## src/rtl/laser_tx_scheduler.sv

```systemverilog
`default_nettype none
// ============================================================================
// Module      : laser_tx_scheduler
// Description : Frames a host byte stream into packets for the two-channel
//               laser transmitter: sync pair, alternating payload pairs,
//               per-channel XOR checksum pair, then an idle gap. Stalled
//               payloads are padded with zero bytes after a timeout.
// Revision    : 1.0 - initial release
// ============================================================================
module laser_tx_scheduler #(
    parameter int         PAYLOAD_PAIRS = 32,
    parameter logic [7:0] SYNC1         = 8'hA5,
    parameter logic [7:0] SYNC2         = 8'h5A,
    parameter int         GAP_CYCLES    = 16,
    parameter int         STALL_TIMEOUT = 1024
) (
    input  logic        clock,
    input  logic        reset,
    input  logic        en,
    input  logic [7:0]  host_data,
    input  logic        host_valid,
    output logic        host_ready,
    output logic [7:0]  tx_data1,
    output logic [7:0]  tx_data2,
    output logic        tx_ready1,
    output logic        tx_ready2,
    output logic        tx_en,
    input  logic        tx_done,
    output logic        busy,
    output logic        pad_event,
    output logic [15:0] pkt_count
);

    localparam int PW = $clog2(PAYLOAD_PAIRS + 1);
    localparam int GW = $clog2(GAP_CYCLES + 1);
    localparam int SW = $clog2(STALL_TIMEOUT + 1);

    localparam logic [PW-1:0] c_LAST_PAIR  = PW'(PAYLOAD_PAIRS - 1);
    localparam logic [GW-1:0] c_GAP_LAST   = GW'(GAP_CYCLES - 1);
    localparam logic [SW-1:0] c_STALL_LAST = SW'(STALL_TIMEOUT - 1);

    typedef enum logic [2:0] {
        S_IDLE     = 3'd0,
        S_HEADER   = 3'd1,
        S_PAYLOAD  = 3'd2,
        S_CHECKSUM = 3'd3,
        S_GAP      = 3'd4
    } state_t;

    state_t          state_q,    state_d;
    logic [7:0]      lo_q,       lo_d;
    logic [7:0]      hi_q,       hi_d;
    logic            lo_full_q,  lo_full_d;
    logic            hi_full_q,  hi_full_d;
    logic [7:0]      chk1_q,     chk1_d;
    logic [7:0]      chk2_q,     chk2_d;
    logic [PW-1:0]   pair_idx_q, pair_idx_d;
    logic [SW-1:0]   stall_q,    stall_d;
    logic [GW-1:0]   gap_q,      gap_d;
    logic            pad_mode_q, pad_mode_d;
    logic            pad_evt_q,  pad_evt_d;
    logic [15:0]     pkt_q,      pkt_d;
    logic [7:0]      txd1_q,     txd1_d;
    logic [7:0]      txd2_q,     txd2_d;
    logic            txr_q,      txr_d;

    logic w_full;
    logic w_host_ready;
    logic w_accept;
    logic w_fire;

    assign w_full   = lo_full_q & hi_full_q;
    assign w_accept = host_valid & w_host_ready;
    // A handshake only counts while a pair is presented and the block is running.
    assign w_fire   = tx_done & txr_q & en;

    // Host back-pressure: open in IDLE, prefetch while a slot is free, closed when padding.
    always_comb begin
        w_host_ready = 1'b0;
        if (!reset && en) begin
            case (state_q)
                S_IDLE:    w_host_ready = 1'b1;
                S_HEADER:  w_host_ready = ~w_full;
                S_PAYLOAD: w_host_ready = ~w_full & ~pad_mode_q;
                default:   w_host_ready = 1'b0;
            endcase
        end
    end

    // Next-state logic for the framer; everything holds while en is low.
    always_comb begin
        state_d    = state_q;
        lo_d       = lo_q;
        hi_d       = hi_q;
        lo_full_d  = lo_full_q;
        hi_full_d  = hi_full_q;
        chk1_d     = chk1_q;
        chk2_d     = chk2_q;
        pair_idx_d = pair_idx_q;
        stall_d    = stall_q;
        gap_d      = gap_q;
        pad_mode_d = pad_mode_q;
        pad_evt_d  = 1'b0;
        pkt_d      = pkt_q;
        txd1_d     = txd1_q;
        txd2_d     = txd2_q;
        txr_d      = txr_q;

        if (en) begin
            case (state_q)
                S_IDLE: begin
                    stall_d = '0;
                    if (w_accept) begin
                        lo_d       = host_data;
                        lo_full_d  = 1'b1;
                        hi_full_d  = 1'b0;
                        chk1_d     = 8'h00;
                        chk2_d     = 8'h00;
                        pad_mode_d = 1'b0;
                        state_d    = S_HEADER;
                    end
                end
                S_HEADER: begin
                    if (w_accept) begin
                        if (!lo_full_q) begin
                            lo_d      = host_data;
                            lo_full_d = 1'b1;
                        end else begin
                            hi_d      = host_data;
                            hi_full_d = 1'b1;
                        end
                    end
                    if (w_fire) begin
                        state_d    = S_PAYLOAD;
                        pair_idx_d = '0;
                    end
                end
                S_PAYLOAD: begin
                    if (w_fire) begin
                        chk1_d     = chk1_q ^ lo_q;
                        chk2_d     = chk2_q ^ hi_q;
                        pair_idx_d = pair_idx_q + 1'b1;
                        if (pair_idx_q == c_LAST_PAIR) begin
                            state_d    = S_CHECKSUM;
                            lo_full_d  = 1'b0;
                            hi_full_d  = 1'b0;
                            pad_mode_d = 1'b0;
                            stall_d    = '0;
                        end else if (pad_mode_q) begin
                            // Padding presents the next zero pair without waiting.
                            lo_d      = 8'h00;
                            hi_d      = 8'h00;
                            lo_full_d = 1'b1;
                            hi_full_d = 1'b1;
                        end else begin
                            lo_full_d = 1'b0;
                            hi_full_d = 1'b0;
                        end
                    end else if (w_accept) begin
                        stall_d = '0;
                        if (!lo_full_q) begin
                            lo_d      = host_data;
                            lo_full_d = 1'b1;
                        end else begin
                            hi_d      = host_data;
                            hi_full_d = 1'b1;
                        end
                    end else if (!w_full) begin
                        stall_d = stall_q + 1'b1;
                        if (stall_q == c_STALL_LAST) begin
                            if (!lo_full_q) lo_d = 8'h00;
                            if (!hi_full_q) hi_d = 8'h00;
                            lo_full_d  = 1'b1;
                            hi_full_d  = 1'b1;
                            pad_mode_d = 1'b1;
                            pad_evt_d  = 1'b1;
                        end
                    end
                end
                S_CHECKSUM: begin
                    if (w_fire) begin
                        pkt_d   = pkt_q + 16'd1;
                        gap_d   = '0;
                        state_d = S_GAP;
                    end
                end
                S_GAP: begin
                    if (gap_q == c_GAP_LAST) begin
                        state_d = S_IDLE;
                        stall_d = '0;
                    end else begin
                        gap_d = gap_q + 1'b1;
                    end
                end
                default: state_d = S_IDLE;
            endcase

            // Registered transmitter outputs follow the state being entered.
            case (state_d)
                S_HEADER: begin
                    txd1_d = SYNC1;
                    txd2_d = SYNC2;
                    txr_d  = 1'b1;
                end
                S_PAYLOAD: begin
                    txr_d = lo_full_d & hi_full_d;
                    if (lo_full_d && hi_full_d) begin
                        txd1_d = lo_d;
                        txd2_d = hi_d;
                    end
                end
                S_CHECKSUM: begin
                    txd1_d = chk1_d;
                    txd2_d = chk2_d;
                    txr_d  = 1'b1;
                end
                default: txr_d = 1'b0;
            endcase
        end
    end

    // State and output registers with asynchronous clear.
    always_ff @(posedge clock or posedge reset) begin
        if (reset) begin
            state_q    <= S_IDLE;
            lo_q       <= 8'h00;
            hi_q       <= 8'h00;
            lo_full_q  <= 1'b0;
            hi_full_q  <= 1'b0;
            chk1_q     <= 8'h00;
            chk2_q     <= 8'h00;
            pair_idx_q <= '0;
            stall_q    <= '0;
            gap_q      <= '0;
            pad_mode_q <= 1'b0;
            pad_evt_q  <= 1'b0;
            pkt_q      <= 16'h0000;
            txd1_q     <= 8'h00;
            txd2_q     <= 8'h00;
            txr_q      <= 1'b0;
        end else begin
            state_q    <= state_d;
            lo_q       <= lo_d;
            hi_q       <= hi_d;
            lo_full_q  <= lo_full_d;
            hi_full_q  <= hi_full_d;
            chk1_q     <= chk1_d;
            chk2_q     <= chk2_d;
            pair_idx_q <= pair_idx_d;
            stall_q    <= stall_d;
            gap_q      <= gap_d;
            pad_mode_q <= pad_mode_d;
            pad_evt_q  <= pad_evt_d;
            pkt_q      <= pkt_d;
            txd1_q     <= txd1_d;
            txd2_q     <= txd2_d;
            txr_q      <= txr_d;
        end
    end

    assign host_ready = w_host_ready;
    assign tx_data1   = txd1_q;
    assign tx_data2   = txd2_q;
    assign tx_ready1  = txr_q;
    assign tx_ready2  = txr_q;
    assign tx_en      = en & ~reset;
    assign busy       = (state_q != S_IDLE);
    assign pad_event  = pad_evt_q;
    assign pkt_count  = pkt_q;

endmodule
`default_nettype wire
```

## config.mk

```make
export PLATFORM = sky130hd
export DESIGN_NAME = laser_tx_scheduler
export DESIGN_NICKNAME = d
export VERILOG_FILES = /design/src/rtl/laser_tx_scheduler.sv
export SDC_FILE = /design/constraint.sdc
export NUM_CORES = 1
export LEC_CHECK = 0
export ABC_AREA = 1
export BUFFER_PORTS_ARGS = -buffer_cell sky130_fd_sc_hd__buf_2
export CAP_MARGIN = 20
export CORE_MARGIN = 3
export CORE_UTILIZATION = 50
export CTS_BUF_LIST = sky130_fd_sc_hd__clkbuf_4
export CTS_CLUSTER_DIAMETER = 40
export DETAILED_ROUTE_END_ITERATION = 10
export GPL_TIMING_DRIVEN = 0
export PLACE_DENSITY = 0.69
export REMOVE_ABC_BUFFERS = 1
export SYNTH_ARGS = -nofsm -noshare
export SYNTH_HDL_FRONTEND = slang
export SYNTH_SLANG_ARGS = --single-unit
```

## constraint.sdc

```tcl
create_clock -name clock -period 9.23 [get_ports clock]
set_input_delay 1.846 -clock clock [delete_from_list [all_inputs] [get_ports clock]]
set_output_delay 1.846 -clock clock [all_outputs]
set_load 0.03 [all_outputs]
```

* Yosys cells after proc, flatten, opt, wreduce, memory -nomap -nowiden *
Index checks and enable logic that the tools add are counted.

word-level totals
  output and inout bits = 38
  input bits = 13
  word-level logic and storage cells = 157
  flip-flop bits (word level) = 94

operators by class
  bitwise gates (word level) = 12
  reduce and logical (&&, ||, !) cells = 18
  eq/ne operators = 22
  muxes and demuxes = 85
  add/subtract/negate cells = 4

operator list
  operator                 number
  $mux W8                  25
  $pmux W8 S3              3
  $mux W11                 5
  $pmux W8 S2              3
  $pmux W11 S3             1
  $mux W1                  29
  $mux W3                  7
  $add A16 B1 Y16 const B  1
  $xor A8 B8 Y8            2
  $pmux W3 S5              1
  $ne A2 B2 Y1 const B     7
  $eq A3 B2 Y1 const B     4
  $mux W6                  2
  $ne A3 B3 Y1 const B     4
  $pmux W6 S2              1
  $add A11 B1 Y11 const B  1
  $eq A11 B10 Y1 const B   1
  $mux W5                  2
  $pmux W5 S2              1
  $reduce_bool A3 Y1       3
  $reduce_and A4 Y1        2
  $and A1 B1 Y1            7
  $reduce_and A7 Y1        1
  $add A6 B1 Y6 const B    1
  other kinds (16)         27

* Longest topological paths before layout *
  depth in word-level cells = 13
  depth in mapped cells = 17
  gate-level depth less buffers = 16

* Least setup slack after synthesis *
No wires, ideal clock.

  path kind = input port to output port
  start = input port reset
  end = output port host_ready
  path slack = 2.397 ns
  cell stages on the path = 3
  data arrival time = 4.987 ns
  path buffers = 0
  required time = 7.384 ns
  path through = inv_1 nand2_1 a21oi_1

on the way
  cells in the longest elaborated chain, start to end = 3

RTL lines
  what                        line  source
  from (decl)                 18    input logic reset,
  $logic_not A1 Y1 (no line)  -
  $logic_and A1 B1 Y1         80    if (!reset && en) begin
  $mux W1                     80
  to (decl)                   22    output logic host_ready,

No other way between the ends.

* Final worst setup path *
  start = input port en
  end = output port host_ready

on the way
  cells in the longest elaborated chain, start to end = 2

RTL lines
  what                 line  source
  from (decl)          19    input logic en,
  $logic_and A1 B1 Y1  80
  $mux W1              80

No other way between the ends.

==> impl_metrics.ini <==
[pwr]
p_int_uw = 764
netSwitchingFraction = 0.472
sequentialPowerShare = 0.396
p_clk_frac = 0.163
power_frac_comb = 0.441
peakVddDrop_mv = 0.126
power_density_mw_per_mm2 = 242
switchingPower_uw = 684
p_leak_nw = 3.11

[clock_network]
post_cts_buffers = 0
cts_hold_buf = 0
clk_path_buf_depth = 2
clkLatencyLatePin_ps = 470
cts-buffers-inserted = 9
path_clk_slew_ps = 160
cts_root_buf = clkbuf_4
cts_tree = built
cts.sinks = 94
ctsResizeCount = 0
h-tree-depth = 3

[layout]
area_delta_synth_final_pct = 9.09
nets = 808
final_cells = 932
drive_above_1_share = 0.125

[synth]
ys.flop_type = dfrtp_1
ys_ff_latch = 94
syn-cell-area_mm2 = 0.00549
netlist_instances = 751
ys_async_sr_fraction = 1.00
synth_edf_count = 0
ys.warnings.count = 0
synth_area_leader_cell = dfrtp_1
synth.avg_cell_area_um2 = 7.31
yosysSeqAreaShare = 0.428
synth_area_leaders = dfrtp_1 43%, nand2_1 16%, nand3_1 5.8%
synth_cell_types = 44
yosysTopAreaCellShare = 0.428
ys_top_cells_by_count = 229 x nand2_1, 94 x dfrtp_1, 78 x inv_1
yosys.cell_count.top_type = nand2_1

[global_routing]
grt_first_pass_wirelength_mm = 23.1
grt_max_degree = 69
grt-ovfl-total = 0
antenna_found_initial = 1
grt_usage = 0.229
grt_pass1_vias = 4891

[timing]
setup_tns_ps = 0
hold_viol = 0
period_minus_slack_ps = 4960
post-route-period-util = 0.537
drv_slew = 0
slew_headroom = 0.450
fin_ws_ps = 4270
worst_pin_slew_ps = 825
fmax_mhz = 202
rsz0062_at_grt = false
skew_ps = 18.4
setup_viol = 0

[worst_setup_path]
critPathKind = in2out
slowest_delay_ps = 520
critPathSlowestCell = buf_2
reg2reg_to = stall_q[10]$_DFFE_PP0P_
r2r_slack_ps = 6110
cp-start-kind = input pin
rr_startpoint = tx_ready1$_DFFE_PP0P_
cp_max_fo = 39
arrival_ps = 3110
path_cells = buf_2 > nand2_1 > a21oi_1 > buf_2
end_kind = output port
required_ps = 7380
timing.critical_path.mode_cell = buf_2
reg2reg_depth = 8

[placement]
gp_congestion = 0.875
portBuffers = 50
hpwl_mm = 9.30
dp.cells = 915
place_ws_ps = 3940

[routing]
vias = 5025
drc = 0
drt_iter0_drc = 349
avgViaCountPerCell = 5.39
firstDrtPassIters = 6
wl_per_cell_um = 14.6
drt-total-wl_mm = 13.6
ant_nets = 0

[die]
core.rowCount = 37
core_mm2 = 0.0105
start_util = 0.523
die_h_um = 111
dieArea_mm2 = 0.0123
die_x_um = 111
io_pins = 51

[flow_run]
maxCapViolations = 0

[worst_hold_path]
worstHoldStart = pkt_count[15]$_DFFE_PP0P_
min_to = pkt_count[15]$_DFFE_PP0P_
min_path_cells = 1
hp-class = reg2reg

[run_status]
status = complete, no violations
[worst max-delay path, delay by kind of cell]
kind / cells / cell delay, ps
buffers and inverters: 2 / 740
AND/OR/NAND/NOR: 1 / 290
AO/OA/AOI/OAI: 1 / 210
[power groups by stage]
stage | combinational, mW | clock [mW] | sequential, mW
global placement | 0.606 | 0 | 0.576
finish | 0.639 | 0.236 | 0.573
floorplan | 0.403 | 0 | 0.625
detailed placement | 0.631 | 0 | 0.581
CTS | 0.634 | 0.241 | 0.573
global route | 0.711 | 0.256 | 0.589
[layout by cell type, fill, tap and decap left out, types with 2 or more instances in the layout]
cell type | Yosys | layout
o211ai_1 | 3 | 3
inv_1 | 78 | 77
or2_0 | 2 | 2
buf_2 | 10 | 50
clkbuf_4 | 0 | 9
nor3_2 | 4 | 4
clkinv_2 | 0 | 2
a21oi_1 | 17 | 17
o21ai_1 | 3 | 3
nor3_1 | 14 | 14
ha_1 | 5 | 5
o21bai_1 | 4 | 4
o21ai_0 | 58 | 58
o21ai_2 | 3 | 3
nand4_1 | 9 | 9
xor2_1 | 17 | 17
or2_2 | 3 | 3
buf_16 | 0 | 2
nor3b_1 | 3 | 3
dfrtp_1 | 94 | 94
o21a_1 | 2 | 2
a32o_1 | 4 | 4
inv_4 | 1 | 2
inv_2 | 7 | 7
nand2_4 | 2 | 2
nand2_1 | 229 | 229
a31oi_1 | 6 | 6
and3b_1 | 3 | 3
nor2_2 | 5 | 5
clkinvlp_4 | 0 | 2
nor2_4 | 2 | 2
xnor2_1 | 9 | 9
nand3_1 | 64 | 64
nor2_1 | 66 | 66
[area by class of cell]
type / instances / area (um2)
Antenna cell: 1 / 2.50
Clock buffer: 9 / 67.6
Clock inverter: 7 / 72.6
Fill cell: 1009 / 4520
Inverter: 86 / 328
Multi-Input combinational cell: 547 / 2690
Sequential cell: 94 / 2350
Tap cell: 136 / 170
Timing Repair Buffer: 52 / 305
[per-stage QoR]
stage | hold slack [ps] | utilization | power, mW | instance area [um2]
after floorplan | 445 | - | 1.03 | 5370
after global placement | 456 | 0.551 | 1.18 | 5790
after detailed placement | 463 | 0.556 | 1.21 | 5850
after CTS | 490 | 0.570 | 1.45 | 5990
after global routing | 519 | 0.570 | 1.56 | 5990
final | 490 | 0.570 | 1.45 | 5990
[how the worst max path moves through the flow]
| stage | startpoint | end | slack [ps] | cells past startpoint |
|---|---|---|---|---|
| after detailed placement | en | stall_q[10]$_DFFE_PP0P_ | 3940 | 9 |
| after global routing | en | stall_q[10]$_DFFE_PP0P_ | 4040 | 9 |
| final | en | host_ready | 4270 | 4 |
| after CTS | en | host_ready | 4280 | 4 |
| after global placement | reset | host_ready | 1420 | 5 |
| after floorplan | reset | host_ready | 2400 | 3 |
[layer usage]
layer  part of all wire  track usage  vias to the layer above  wire, um
met5                  0            0                        -         0
met4              0.025        0.101                        0       343
met3              0.061       0.0360                       25       834
met2               0.47        0.384                      156      6360
met1               0.45        0.293                     2350      6070
li1                   -            -                     2494         -
[kinds of logic after synthesis]
family / after synthesis / synth area share
buffers and inverters: 110 / 0.0813
AOI/OAI and AO/OA: 105 / 0.110
xor gates and xnor gates: 26 / 0.0415
adders and majority gates: 5 / 0.0114
DFF: 94 / 0.428
and+or+nand+nor: 411 / 0.327
[flip-flops by register name, summed over array words and instances (netlist names)]
name	cells
tx_data2	8
tx_ready1	1
chk1_q	8
lo_full_q	1
lo_q	8
chk2_q	8
pad_event	1
hi_full_q	1
stall_q	11
pad_mode_q	1
tx_data1	8
pkt_count	16
pair_idx_q	6
gap_q	5
state_q	3
hi_q	8
No activity file was read; power rests on OpenSTA's default activity.
